[src/rtl/key_pkg.sv]
// Shared sizing defaults and read-sequencer state encoding for the keyboard byte FIFO controller.
package key_pkg;
   localparam int DATA_W   = 8;
   localparam int CNT_W    = 4;
   localparam int AF_LEVEL = 6;

   typedef enum logic [1:0] {
      IDLE = 2'd0,
      LOAD = 2'd1,
      SEND = 2'd2
   } rd_state_e;
endpackage

[src/rtl/rr_arb2.sv]
// Two-way round-robin arbiter: combinational grants, registered priority.
// Zero latency; hold_i (FIFO full) suppresses both grants so requesters keep waiting.
module rr_arb2 (
   input  logic clk,
   input  logic rst,
   input  logic req0_i,
   input  logic req1_i,
   input  logic hold_i,
   output logic gnt0_o,
   output logic gnt1_o
);
   logic prio_q;
   logic prio_d;
   logic grant_ok;

   assign grant_ok = !hold_i && !rst;
   // prio only breaks ties; a lone requester always wins.
   assign gnt0_o   = grant_ok && req0_i && (!req1_i || !prio_q);
   assign gnt1_o   = grant_ok && req1_i && (!req0_i ||  prio_q);

   always_comb begin
      prio_d = prio_q;
      if (gnt0_o) begin
         prio_d = 1'b1;
      end else if (gnt1_o) begin
         prio_d = 1'b0;
      end
   end

   always_ff @(posedge clk) begin
      if (rst) begin
         prio_q <= 1'b0;
      end else begin
         prio_q <= prio_d;
      end
   end
endmodule

[src/rtl/key_fifo_ctrl.sv]
// Keyboard byte FIFO controller: round-robin write arbitration, pop sequencing, almost-full flag.
// First byte reaches out_valid two cycles after pop; a stalled out_ready holds the byte and blocks pops.
module key_fifo_ctrl
   import key_pkg::*;
#(
   parameter int DATA_W   = key_pkg::DATA_W,
   parameter int CNT_W    = key_pkg::CNT_W,
   parameter int AF_LEVEL = key_pkg::AF_LEVEL
) (
   input  logic              clk,
   input  logic              rst,
   input  logic              req0,
   input  logic [DATA_W-1:0] data0,
   output logic              gnt0,
   input  logic              req1,
   input  logic [DATA_W-1:0] data1,
   output logic              gnt1,
   output logic              fifo_wr_en,
   output logic [DATA_W-1:0] fifo_din,
   output logic              fifo_rd_en,
   input  logic [DATA_W-1:0] fifo_dout,
   input  logic              fifo_empty,
   input  logic              fifo_full,
   input  logic [CNT_W-1:0]  fifo_cnt,
   output logic [DATA_W-1:0] out_data,
   output logic              out_valid,
   input  logic              out_ready,
   output logic              af
);
   rd_state_e         state_q;
   logic [DATA_W-1:0] out_data_q;
   logic              out_valid_q;
   logic              rd_en;

   rr_arb2 u_arb (
      .clk    (clk),
      .rst    (rst),
      .req0_i (req0),
      .req1_i (req1),
      .hold_i (fifo_full),
      .gnt0_o (gnt0),
      .gnt1_o (gnt1)
   );

   assign fifo_wr_en = (req0 || req1) && !fifo_full && !rst;
   assign fifo_din   = gnt1 ? data1 : data0;
   assign af         = (fifo_cnt >= CNT_W'(AF_LEVEL));

   // In SEND the next pop overlaps the handshake so the stream sustains one byte per two cycles.
   always_comb begin
      rd_en = 1'b0;
      case (state_q)
         IDLE:    rd_en = !fifo_empty;
         SEND:    rd_en = out_ready && !fifo_empty;
         default: rd_en = 1'b0;
      endcase
   end

   assign fifo_rd_en = rd_en && !rst;

   always_ff @(posedge clk) begin
      if (rst) begin
         state_q     <= IDLE;
         out_data_q  <= '0;
         out_valid_q <= 1'b0;
      end else begin
         case (state_q)
            IDLE: begin
               if (!fifo_empty) state_q <= LOAD;
            end
            LOAD: begin
               out_data_q  <= fifo_dout;
               out_valid_q <= 1'b1;
               state_q     <= SEND;
            end
            SEND: begin
               if (out_ready) begin
                  out_valid_q <= 1'b0;
                  state_q     <= fifo_empty ? IDLE : LOAD;
               end
            end
            default: state_q <= IDLE;
         endcase
      end
   end

   assign out_data  = out_data_q;
   assign out_valid = out_valid_q;
endmodule
[config.mk]
export PLATFORM = sky130hd
export DESIGN_NAME = key_fifo_ctrl
export DESIGN_NICKNAME = d
export VERILOG_FILES = /design/src/rtl/key_pkg.sv /design/src/rtl/rr_arb2.sv /design/src/rtl/key_fifo_ctrl.sv
export SDC_FILE = /design/constraint.sdc
export NUM_CORES = 1
export LEC_CHECK = 0
export BUFFER_PORTS_ARGS = -buffer_cell sky130_fd_sc_hd__buf_2
export CELL_PAD_IN_SITES_DETAIL_PLACEMENT = 0
export CELL_PAD_IN_SITES_GLOBAL_PLACEMENT = 2
export CORE_MARGIN = 2
export CORE_UTILIZATION = 18
export DETAILED_ROUTE_END_ITERATION = 10
export GPL_TIMING_DRIVEN = 0
export PLACE_DENSITY = 0.82
export SYNTH_ARGS = -nofsm -noshare
export SYNTH_HDL_FRONTEND = slang
export SYNTH_HIERARCHICAL = 1
export SYNTH_SLANG_ARGS = --single-unit
[constraint.sdc]
create_clock -name clk -period 4.3 [get_ports clk]
set_input_delay 1.075 -clock clk [delete_from_list [all_inputs] [get_ports clk]]
set_output_delay 1.075 -clock clk [all_outputs]
set_load 0.01 [all_outputs]
**Word level (Yosys, flattened, before mapping)**

Index checks and enable logic that the tools add are counted.

- Flip-flop bits (word level): 12
- Input port bits: 35
- Output and inout port bits: 22
- Logic and storage cells: 42

- Order comparisons: 1
- Equal/unequal tests: 4
- Muxes and demuxes: 10
- Reduce and logical (&&, ||, !) cells: 23

Operators by type and width:

| kind | number |
|---|---|
| logical AND 1 bit | 9 |
| 2-to-1 mux 8 bit | 1 |
| logical NOT 1 bit | 6 |
| case mux 2 bit (3 select lines) | 1 |
| >= comparator 4 x 3 -> 1 bit (second input constant) | 1 |
| 2-to-1 mux 1 bit | 4 |
| 2-to-1 mux 2 bit | 2 |
| != test 2 bit (second input constant) | 2 |
| case mux 1 bit (2 select lines) | 2 |
| AND reduction 2 bit | 2 |
| nonzero test 2 bit | 2 |
| logical OR 1 bit | 3 |
| == test 2 x 1 -> 1 bit (second input constant) | 1 |
| == test 2 bit (second input constant) | 1 |
| logical NOT 2 bit | 1 |

**Logic depth before layout (Yosys ltp)**

Gate-level depths: netlist (run 1).

- Word-level depth: 6
- Depth in mapped cells: 4
- Gate-level depth less buffers: 3

**By module**

Netlist (run 1), hierarchy kept.

Modules (own cells, without submodules):

| module | instances | cells each | area each (µm²) | seq. area each (µm²) |
|---|---|---|---|---|
| key_fifo_ctrl | 1 | 61 | 518.0 | 220.2 |
| rr_arb2 | 1 | 10 | 82.6 | 20.0 |

**Worst setup path before layout (run 1)**

OpenSTA, ideal clock, no wires.

- Path kind: input -> output
- From: input rst
- To: output fifo_din[0]
- Arrival time: 1.958 ns
- Required time: 3.225 ns
- Path slack: 1.267 ns
- Stages on the path: 4
- Buffers on the path: 1
- Cells stage by stage: nor2_1 and3_1 buf_2 mux2_2

- Cells in the longest elaborated chain, start to end: 5

Ends and longest elaborated chain:

| what | line | text |
|---|---|---|
| start, declared | key_fifo_ctrl.sv:11 | `input logic rst,` |
| logical NOT 1 bit | rr_arb2.sv:16 | `assign grant_ok = !hold_i && !rst;` |
| logical AND 1 bit | rr_arb2.sv:16 |  |
| logical AND 1 bit (2 in series) | rr_arb2.sv:19 | `assign gnt1_o = grant_ok && req1_i && (!req0_i \|\| prio_q);` |
| net gnt1 | key_fifo_ctrl.sv:17 | `output logic gnt1,` |
| 2-to-1 mux 8 bit | key_fifo_ctrl.sv:46 | `assign fifo_din = gnt1 ? data1 : data0;` |
| end, declared | key_fifo_ctrl.sv:19 | `output logic [DATA_W-1:0] fifo_din,` |

The timed path passes the listed nets, and every way through them passes these cells.

**Final worst setup path (run 1)**

- From: input rst
- To: output fifo_din[5]

- Cells in the longest elaborated chain, start to end: 5

Ends and longest elaborated chain:

| what | line |
|---|---|
| logical NOT 1 bit | rr_arb2.sv:16 |
| logical AND 1 bit | rr_arb2.sv:16 |
| logical AND 1 bit (2 in series) | rr_arb2.sv:19 |
| 2-to-1 mux 8 bit | key_fifo_ctrl.sv:46 |

No other way between the ends.

==> results.json, run 1 <==
{
  "outcome": "finished, final reports clean",
  "post_dp_cell_area_um2": 931,
  "finalPower_mw": 0.269,
  "synth_edf_count": 0,
  "avgSynthCellArea_um2": 8.46,
  "drtIter0Drc": 9,
  "place_congestion": 0.684,
  "hpwlAfterDp_mm": 1.52,
  "grt_first_pass_wirelength_mm": 2.72,
  "grt_max_degree": 11,
  "cts_tree": "yes",
  "yosys-top-cells-area": "dfxtp_1 (40%), mux2_2 (15%), nand2_1 (11%)",
  "layout.cells.non_filler": 174,
  "core_um2": 3100,
  "totalWireLength_mm": 1.79,
  "rows": 20,
  "root_buffer": "clkbuf_4",
  "cts-hold-fix-buffers": 0,
  "final_nets": 166,
  "gr-total-overflow": 0,
  "cts_max_path_buffers": 2,
  "ant_nets": 0,
  "antenna_found_initial": 0,
  "drc": 0,
  "tightest_slew_ns": 0.207,
  "setup_viol": 0,
  "worstSetupStartpointType": "input port",
  "cp.arrival_ns": 2.21,
  "p_clk_share_pct": 32.7,
  "cts.clk_slew.worst_paths_ns": 0.07,
  "synth.ff_latch_count": 12,
  "min_period_ns": 3.29,
  "cellPowerDensity_nw_per_um2": 278,
  "cp.required_ns": 3.22,
  "slew_violations": 0,
  "seqPwrFrac_pct": 45.0,
  "synth-main-ff-cell": "dfxtp_1",
  "grt_pass1_vias": 725,
  "fin_skew_ns": 0.00439,
  "hold_viol_final": 0,
  "async_flop_share_pct": 0,
  "grtUsageTotal_pct": 10.1,
  "viasPerCell": 4.04,
  "htree_levels": 1,
  "fin_area_um2": 967,
  "port_buffers": 55,
  "tns_ns": 0,
  "dp.cells": 170,
  "syn_area_um2": 601,
  "synth_cells": 71,
  "ios": 57,
  "timing.fmax_ghz": 0.304,
  "hold_ws_ns": 0.458,
  "yosysWarnings": 6,
  "yosysMostFrequentCell": "nand2_1",
  "die_area_um2": 3810,
  "post_cts_resized": 0,
  "hold_depth": 2,
  "clk_latency_ns": 0.27,
  "vias": 703,
  "wl_per_cell_um": 10.3,
  "synthDistinctLibCells": 17,
  "syn_nets": 106,
  "p_int_mw": 0.201,
  "p_leak_nw": 0.481,
  "cts.sinks": 12,
  "cts_buffers": 3,
  "p_sw_share_pct": 25.3,
  "power.switching_mw": 0.0679,
  "combPwrFrac_pct": 22.3,
  "synth_area_leader_cell": "dfxtp_1",
  "grt_setup_unrepaired": "no",
  "hold_path_class": "reg2reg",
  "vdd_drop_max_uv": 80.9,
  "crit_fanout": 8,
  "timing.max_cap.violations": 0,
  "antenna_cells": 0,
  "die_x_um": 61.8,
  "relSlewSlack_pct": 86.1,
  "syn2layout_area_growth_pct": 61.0,
  "critPathCaptureType": "output port",
  "crit_type": "in2out",
  "synth_common_cells": "nand2_1 (18), dfxtp_1 (12), a21oi_1 (10), mux2_2 (8)",
  "initial_core_util_pct": 19.4,
  "synth_top_cell_area_share_pct": 40.0,
  "die_h_um": 61.8,
  "yosysSeqAreaShare_pct": 40.0,
  "rr_worst_depth": 2,
  "fin_crit_sh_pct": 76.4,
  "drive_gt1_share_pct": 56.9,
  "firstDrtPassIters": 2,
  "cts_setup_buffers": 0
}
-- layout make-up --
| class | instances | area [µm²] |
|---|---|---|
| fillers | 367 | 2140 |
| multi-input cells | 55 | 334 |
| repair buffers | 55 | 275 |
| flip-flops and latches | 12 | 240 |
| well taps | 44 | 55.1 |
| clock buffers | 4 | 36.3 |
| plain buffers | 4 | 26.3 |
-- worst paths after layout --
path	from	endpoint	slack, ns
setup / recovery	rst	fifo_din[5]	1.01
setup reg to reg	u_arb/prio_q	u_arb/prio_q	3.31
hold reg to reg	out_data[3]	out_data[3]	0.46
hold / removal	out_data[3]	out_data[3]	0.46
-- per-stage QoR --
stage / worst slack [ns] / utilization (%)
after floorplan: 1.27 / -
after global placement: 1.03 / 30.0
after detailed placement: 1.01 / 30.0
after CTS: 1.00 / 31.2
after global routing: 0.928 / 31.2
final: 1.01 / 31.2
-- cell usage in the layout, fill, tap and decap left out --
master,instances
a21o_1,1
a21oi_1,10
and2b_2,1
and3_1,2
buf_2,58
buf_6,1
clkbuf_4,3
clkbuf_8,1
dfxtp_1,12
mux2_2,8
nand2_1,18
nand2b_1,3
nor2_1,2
nor2b_1,3
nor3_1,2
nor4_1,2
o21ai_2,1
or2b_1,1
or4b_4,1
-- state kept, by name, summed over array words and instances (netlist names) --
signal and cells:
out_valid 1, u_arb/prio_q 1, state_q 2, out_data 8
-- routing by layer --
| metal | global-route usage, % | vias up | share of wire, % |
|---|---|---|---|
| li1 | - | 358 | - |
| met1 | 9.96 | 304 | 38 |
| met2 | 18.5 | 39 | 52 |
| met3 | 2.07 | 2 | 8.8 |
| met4 | 7.29 | 0 | 1.5 |
| met5 | 0 | - | 0 |
-- power by group through the flow --
stage | combinational [mW] | clock, mW | sequential (mW)
final | 0.0598 | 0.0879 | 0.121
after global routing | 0.0664 | 0.0989 | 0.122
after CTS | 0.0611 | 0.0929 | 0.121
after detailed placement | 0.0610 | 0 | 0.124
after global placement | 0.0597 | 0 | 0.123
after floorplan | 0.0275 | 0 | 0.125
-- critical path, cell delays in order --
cell and delay [ns]:
buf_2 0.13, nor2_1 0.12, and3_1 0.18, buf_2 0.21, mux2_2 0.35, buf_2 0.14
-- logic make-up after synthesis --
family / Yosys count / share of synthesized area, %
AOI/OAI and AO/OA: 12 / 11.0
buffers and inverters: 4 / 4.37
DFF: 12 / 40.0
and+or+nand+nor: 35 / 29.6
muxes: 8 / 15.0
(Power assumes the default switching activity.)
==> inputs of run 2 (changes only) <==
--- a/config.mk
+++ b/config.mk
@@ -9,10 +9,10 @@
 export CELL_PAD_IN_SITES_DETAIL_PLACEMENT = 0
 export CELL_PAD_IN_SITES_GLOBAL_PLACEMENT = 2
 export CORE_MARGIN = 2
-export CORE_UTILIZATION = 18
+export CORE_UTILIZATION = 17
 export DETAILED_ROUTE_END_ITERATION = 10
 export GPL_TIMING_DRIVEN = 0
-export PLACE_DENSITY = 0.82
+export PLACE_DENSITY = 0.79
 export SYNTH_ARGS = -nofsm -noshare
 export SYNTH_HDL_FRONTEND = slang
 export SYNTH_HIERARCHICAL = 1
==> constraint.sdc (replaced) <==
create_clock -name clk -period 3.1 [get_ports clk]
set_input_delay 0.775 -clock clk [delete_from_list [all_inputs] [get_ports clk]]
set_output_delay 0.775 -clock clk [all_outputs]
set_load 0.01 [all_outputs]
==> run 2 against run 1 <==
Count of clock-buffer cells in the layout did not move. Clock skew up 0.00090 ns. Total power up 40%. Flip-flop and latch count unchanged. First-iteration DRC count shrank 33%. Die area up 5.5%. Combinational power is 39% higher. Setup slack worse by 0.61 ns. Final cell count grew 1.1%. Hold slack got worse by 0.0035 ns. Sequential share of layout area down 0.064 points. Critical path type unchanged. Critical endpoint is now fifo_din[2].
==> results.json, run 2 (same netlist as run 1, synthesis figures left out) <==
{
  "timing.critical_path.slowest_stage_cell": "mux2_2",
  "cp_top_family": "buffers and inverters",
  "timing.fmax_ghz": 0.371,
  "cts.clk_slew.worst_paths_ns": 0.08,
  "final_nets": 166,
  "vias": 707,
  "syn2layout_area_growth_pct": 61.5,
  "slew_violations": 0,
  "antenna_found_initial": 0,
  "rows": 21,
  "cp.arrival_ns": 1.92,
  "grt_max_degree": 11,
  "timing.rr.start": "u_arb/prio_q",
  "fin_crit_sh_pct": 87.0,
  "worstSetupStartpointType": "input port",
  "die_x_um": 63.4,
  "wl_per_cell_um": 10.7,
  "cts_setup_buffers": 0,
  "hold_path_class": "reg2reg",
  "largest_reg_flops": 8,
  "initial_core_util_pct": 17.9,
  "cts.sinks": 12,
  "place_congestion": 0.682,
  "layout_common_cells": "buf_2 (58), nand2_1 (18), dfxtp_1 (12)",
  "p_leak_nw": 0.481,
  "totalWireLength_mm": 1.88,
  "cts_tree": "yes",
  "ant_nets": 0,
  "hold_viol_final": 0,
  "critPathCaptureType": "output port",
  "layout.cells.non_filler": 176,
  "die_h_um": 63.4,
  "tns_ns": 0,
  "worstHoldStart": "out_data[1]",
  "port_buffers": 55,
  "firstDrtPassIters": 2,
  "ios": 57,
  "crit_type": "in2out",
  "viasPerCell": 4.02,
  "hpwlAfterDp_mm": 1.59,
  "grt_pass1_vias": 759,
  "drc": 0,
  "cts_max_path_buffers": 2,
  "drive_gt1_share_pct": 56.9,
  "htree_levels": 1,
  "antenna_cells": 0,
  "slowest_delay_ns": 0.35,
  "grt_setup_unrepaired": "no",
  "gr-total-overflow": 0,
  "crit_chain": "buf_2 -> nor2_1 -> and3_1 -> buf_2 -> mux2_2 -> buf_2",
  "setup_viol": 0,
  "root_buffer": "clkbuf_4",
  "die_area_um2": 4020,
  "grt_first_pass_wirelength_mm": 3.08,
  "cellPowerDensity_nw_per_um2": 388,
  "outcome": "finished, final reports clean",
  "core_um2": 3360,
  "cts-hold-fix-buffers": 0,
  "post_cts_resized": 0,
  "cp_num_buf_inv": 3,
  "cp_common_cell": "buf_2",
  "final_common_cell": "buf_2",
  "relSlewSlack_pct": 84.8,
  "cts_buffers": 3,
  "drtIter0Drc": 6,
  "critPathLaunch": "rst",
  "dp.cells": 172,
  "timing.max_cap.violations": 0,
  "fin_skew_ns": 0.00529,
  "clk_latency_ns": 0.27,
  "vdd_drop_max_uv": 113,
  "cp.required_ns": 2.32,
  "tightest_slew_ns": 0.227,
  "min_period_ns": 2.70,
  "crit_fanout": 8,
  "grtUsageTotal_pct": 9.90
}
-- run 2: cell counts in the layout (fill, tap and decap cells not counted) --
No cell type changed its count.
-- run 2: path summary, 6_finish.rpt --
kind                                endpoint  slack (ns)  cells after the start
worst min-delay path             out_data[1]        0.45                      2
worst max-delay path             fifo_din[2]        0.40                      6
worst min register to register   out_data[1]        0.45                      2
worst max register to register  u_arb/prio_q        2.09                      2
-- run 2: through the flow --
step                      hold WS (ns)  instance area (µm²)  utilization, %  setup slack, ns  total power, mW
after global routing             0.475                  970            28.8            0.323            0.398
after detailed placement         0.446                  933            27.8            0.391            0.256
after global placement           0.439                  933            27.8            0.421            0.254
final                            0.454                  970            28.8            0.402            0.376
after CTS                        0.458                  970            28.8            0.383            0.383
after floorplan                  0.472                  601               -            0.667            0.212
-- run 2: power breakdown --
group	internal, mW	switching (mW)	leakage [nW]
registers	0.162	0.00562	0.0981
clock network	0.0712	0.0532	0.0210
logic	0.0446	0.0388	0.361
total	0.278	0.0977	0.481
-- run 2: metal layers --
| layer | global-route usage [%] | up-vias | part of all wire, % |
|---|---|---|---|
| met5 | 0 | - | 0 |
| met4 | 4.08 | 0 | 1.0 |
| met3 | 5.18 | 2 | 14 |
| met2 | 18.0 | 47 | 49 |
| met1 | 9.17 | 296 | 36 |
| li1 | - | 362 | - |
-- run 2: worst min-delay path, cell delays in order (launching register included) --
cell and delay, ns:
dfxtp_1 0.31, nand2_1 0.05, a21oi_1 0.05
-- run 2: area by class of cell --
class,instances,area (µm²)
fill,404,2390
multi-input combinational,55,334
timing repair buffer,55,275
sequential,12,240
tap,46,57.6
clock buffer,4,36.3
buffer,4,26.3
==> inputs of run 3 (changes only) <==
--- a/config.mk
+++ b/config.mk
@@ -5,14 +5,14 @@
 export SDC_FILE = /design/constraint.sdc
 export NUM_CORES = 1
 export LEC_CHECK = 0
-export BUFFER_PORTS_ARGS = -buffer_cell sky130_fd_sc_hd__buf_2
 export CELL_PAD_IN_SITES_DETAIL_PLACEMENT = 0
 export CELL_PAD_IN_SITES_GLOBAL_PLACEMENT = 2
 export CORE_MARGIN = 2
-export CORE_UTILIZATION = 17
+export CORE_UTILIZATION = 27
 export DETAILED_ROUTE_END_ITERATION = 10
+export DONT_BUFFER_PORTS = 1
 export GPL_TIMING_DRIVEN = 0
-export PLACE_DENSITY = 0.79
+export PLACE_DENSITY = 0.72
 export SYNTH_ARGS = -nofsm -noshare
 export SYNTH_HDL_FRONTEND = slang
 export SYNTH_HIERARCHICAL = 1
==> run 3 against run 2 <==
Fmax grew 7.6%. Combinational power fell by 49%. Clock skew is 0.0014 ns higher. Largest power group unchanged. Register-to-register slack better by 0.02 ns. Final cell count is 41% lower. Count of clock-buffer cells in the layout did not move. Die area down 35%. Largest cell class unchanged. Sequential share of layout area increased by 11 points. Sequential power barely moved. Highest routed layer unchanged. Non-clock buffer count shrank 55. Total power down 10%.
==> results.json, run 3 (same netlist as run 1, synthesis figures left out) <==
{
  "hold_path_class": "reg2reg",
  "cts-hold-fix-buffers": 0,
  "fin_skew_ns": 0.00669,
  "antenna_cells": 0,
  "cp.required_ns": 2.32,
  "setup_viol": 0,
  "die_x_um": 51.2,
  "grt_first_pass_wirelength_mm": 1.87,
  "die_h_um": 51.2,
  "ios": 57,
  "fin_crit_sh_pct": 80.9,
  "post_dp_cell_area_um2": 636,
  "crit_fanout": 8,
  "min_period_ns": 2.51,
  "grt_max_degree": 11,
  "drive_gt1_share_pct": 25.3,
  "hold_viol_final": 0,
  "fin_area_um2": 672,
  "relSlewSlack_pct": 66.3,
  "outcome": "finished, final reports clean",
  "hpwlAfterDp_mm": 1.00,
  "cellPowerDensity_nw_per_um2": 502,
  "grt_setup_unrepaired": "no",
  "drc": 0,
  "crit_type": "in2out",
  "timing.fmax_ghz": 0.399,
  "port_buffers": 0,
  "antenna_found_initial": 0,
  "cts_tree": "yes",
  "wl_per_cell_um": 12.1,
  "cts.sinks": 12,
  "gr-total-overflow": 0,
  "largest_reg_flops": 8,
  "fill_cells": 247,
  "layout_common_cells": "nand2_1 (18), dfxtp_1 (12), a21oi_1 (10)",
  "final_common_cell": "nand2_1",
  "critPathCaptureType": "output port",
  "final_nets": 111,
  "core_um2": 2150,
  "cp.arrival_ns": 1.73,
  "timing.max_cap.violations": 0,
  "cts_max_path_buffers": 2,
  "rows": 17,
  "tns_ns": 0,
  "totalWireLength_mm": 1.25,
  "vdd_drop_max_uv": 136,
  "cts.clk_slew.worst_paths_ns": 0.07,
  "cts_buffers": 3,
  "slew_violations": 0,
  "hold_ws_ns": 0.502,
  "viasPerCell": 5.05,
  "firstDrtPassIters": 4,
  "tightest_slew_ns": 0.501,
  "p_leak_nw": 0.247,
  "place_congestion": 0.612,
  "die_area_um2": 2620,
  "worstSetupStartpointType": "input port",
  "grtUsageTotal_pct": 9.91,
  "root_buffer": "clkbuf_4",
  "finalPower_mw": 0.337,
  "ant_nets": 0,
  "post_cts_resized": 0,
  "syn2layout_area_growth_pct": 11.9,
  "htree_levels": 1,
  "initial_core_util_pct": 28.0,
  "clk_latency_ns": 0.27,
  "cts_setup_buffers": 0,
  "vias": 520,
  "grt_pass1_vias": 456,
  "drtIter0Drc": 3
}
-- run 3: changes by cell type in the layout (fill, tap and decap cells not counted), sizes merged --
cell	before	now
buf	59	4
-- run 3: final timing paths --
check,start,to,slack (ns),cells past startpoint
min,out_data[2],out_data[2],0.50,2
min reg2reg,out_data[2],out_data[2],0.50,2
max,rst,fifo_din[6],0.59,4
max reg2reg,u_arb/prio_q,u_arb/prio_q,2.11,2
-- run 3: power by group --
group	total [mW]	switching, mW	internal [mW]
Sequential	0.171	0.00877	0.163
Combinational	0.0429	0.0226	0.0203
Clock	0.123	0.0519	0.0713
-- run 3: worst max-delay path, cell delays in order --
cell and delay, ns:
nor2_1 0.11, and3_1 0.24, buf_2 0.22, mux2_2 0.39
-- run 3: through the flow --
step / std cells / worst slack, ns / util, %
after floorplan: 71 / 0.667 / -
after global placement: 99 / 0.604 / 29.6
after detailed placement: 99 / 0.595 / 29.6
after CTS: 103 / 0.595 / 31.3
after global routing: 103 / 0.512 / 31.3
final: 103 / 0.592 / 31.3
-- run 3: cell type report --
type | count | area (µm²) | area share, %
plain buffers | 4 | 26.3 | 3.91
clock buffers | 4 | 36.3 | 5.40
multi-input cells | 55 | 334 | 49.7
flip-flops and latches | 12 | 240 | 35.8
well taps | 28 | 35.0 | 5.21
-- run 3: layer usage --
layer,global-route usage (%),up-vias,share of wire [%]
li1,-,250,-
met1,9.71,233,36
met2,16.0,35,47
met3,4.39,2,15
met4,8.11,0,1.8
met5,0,-,0
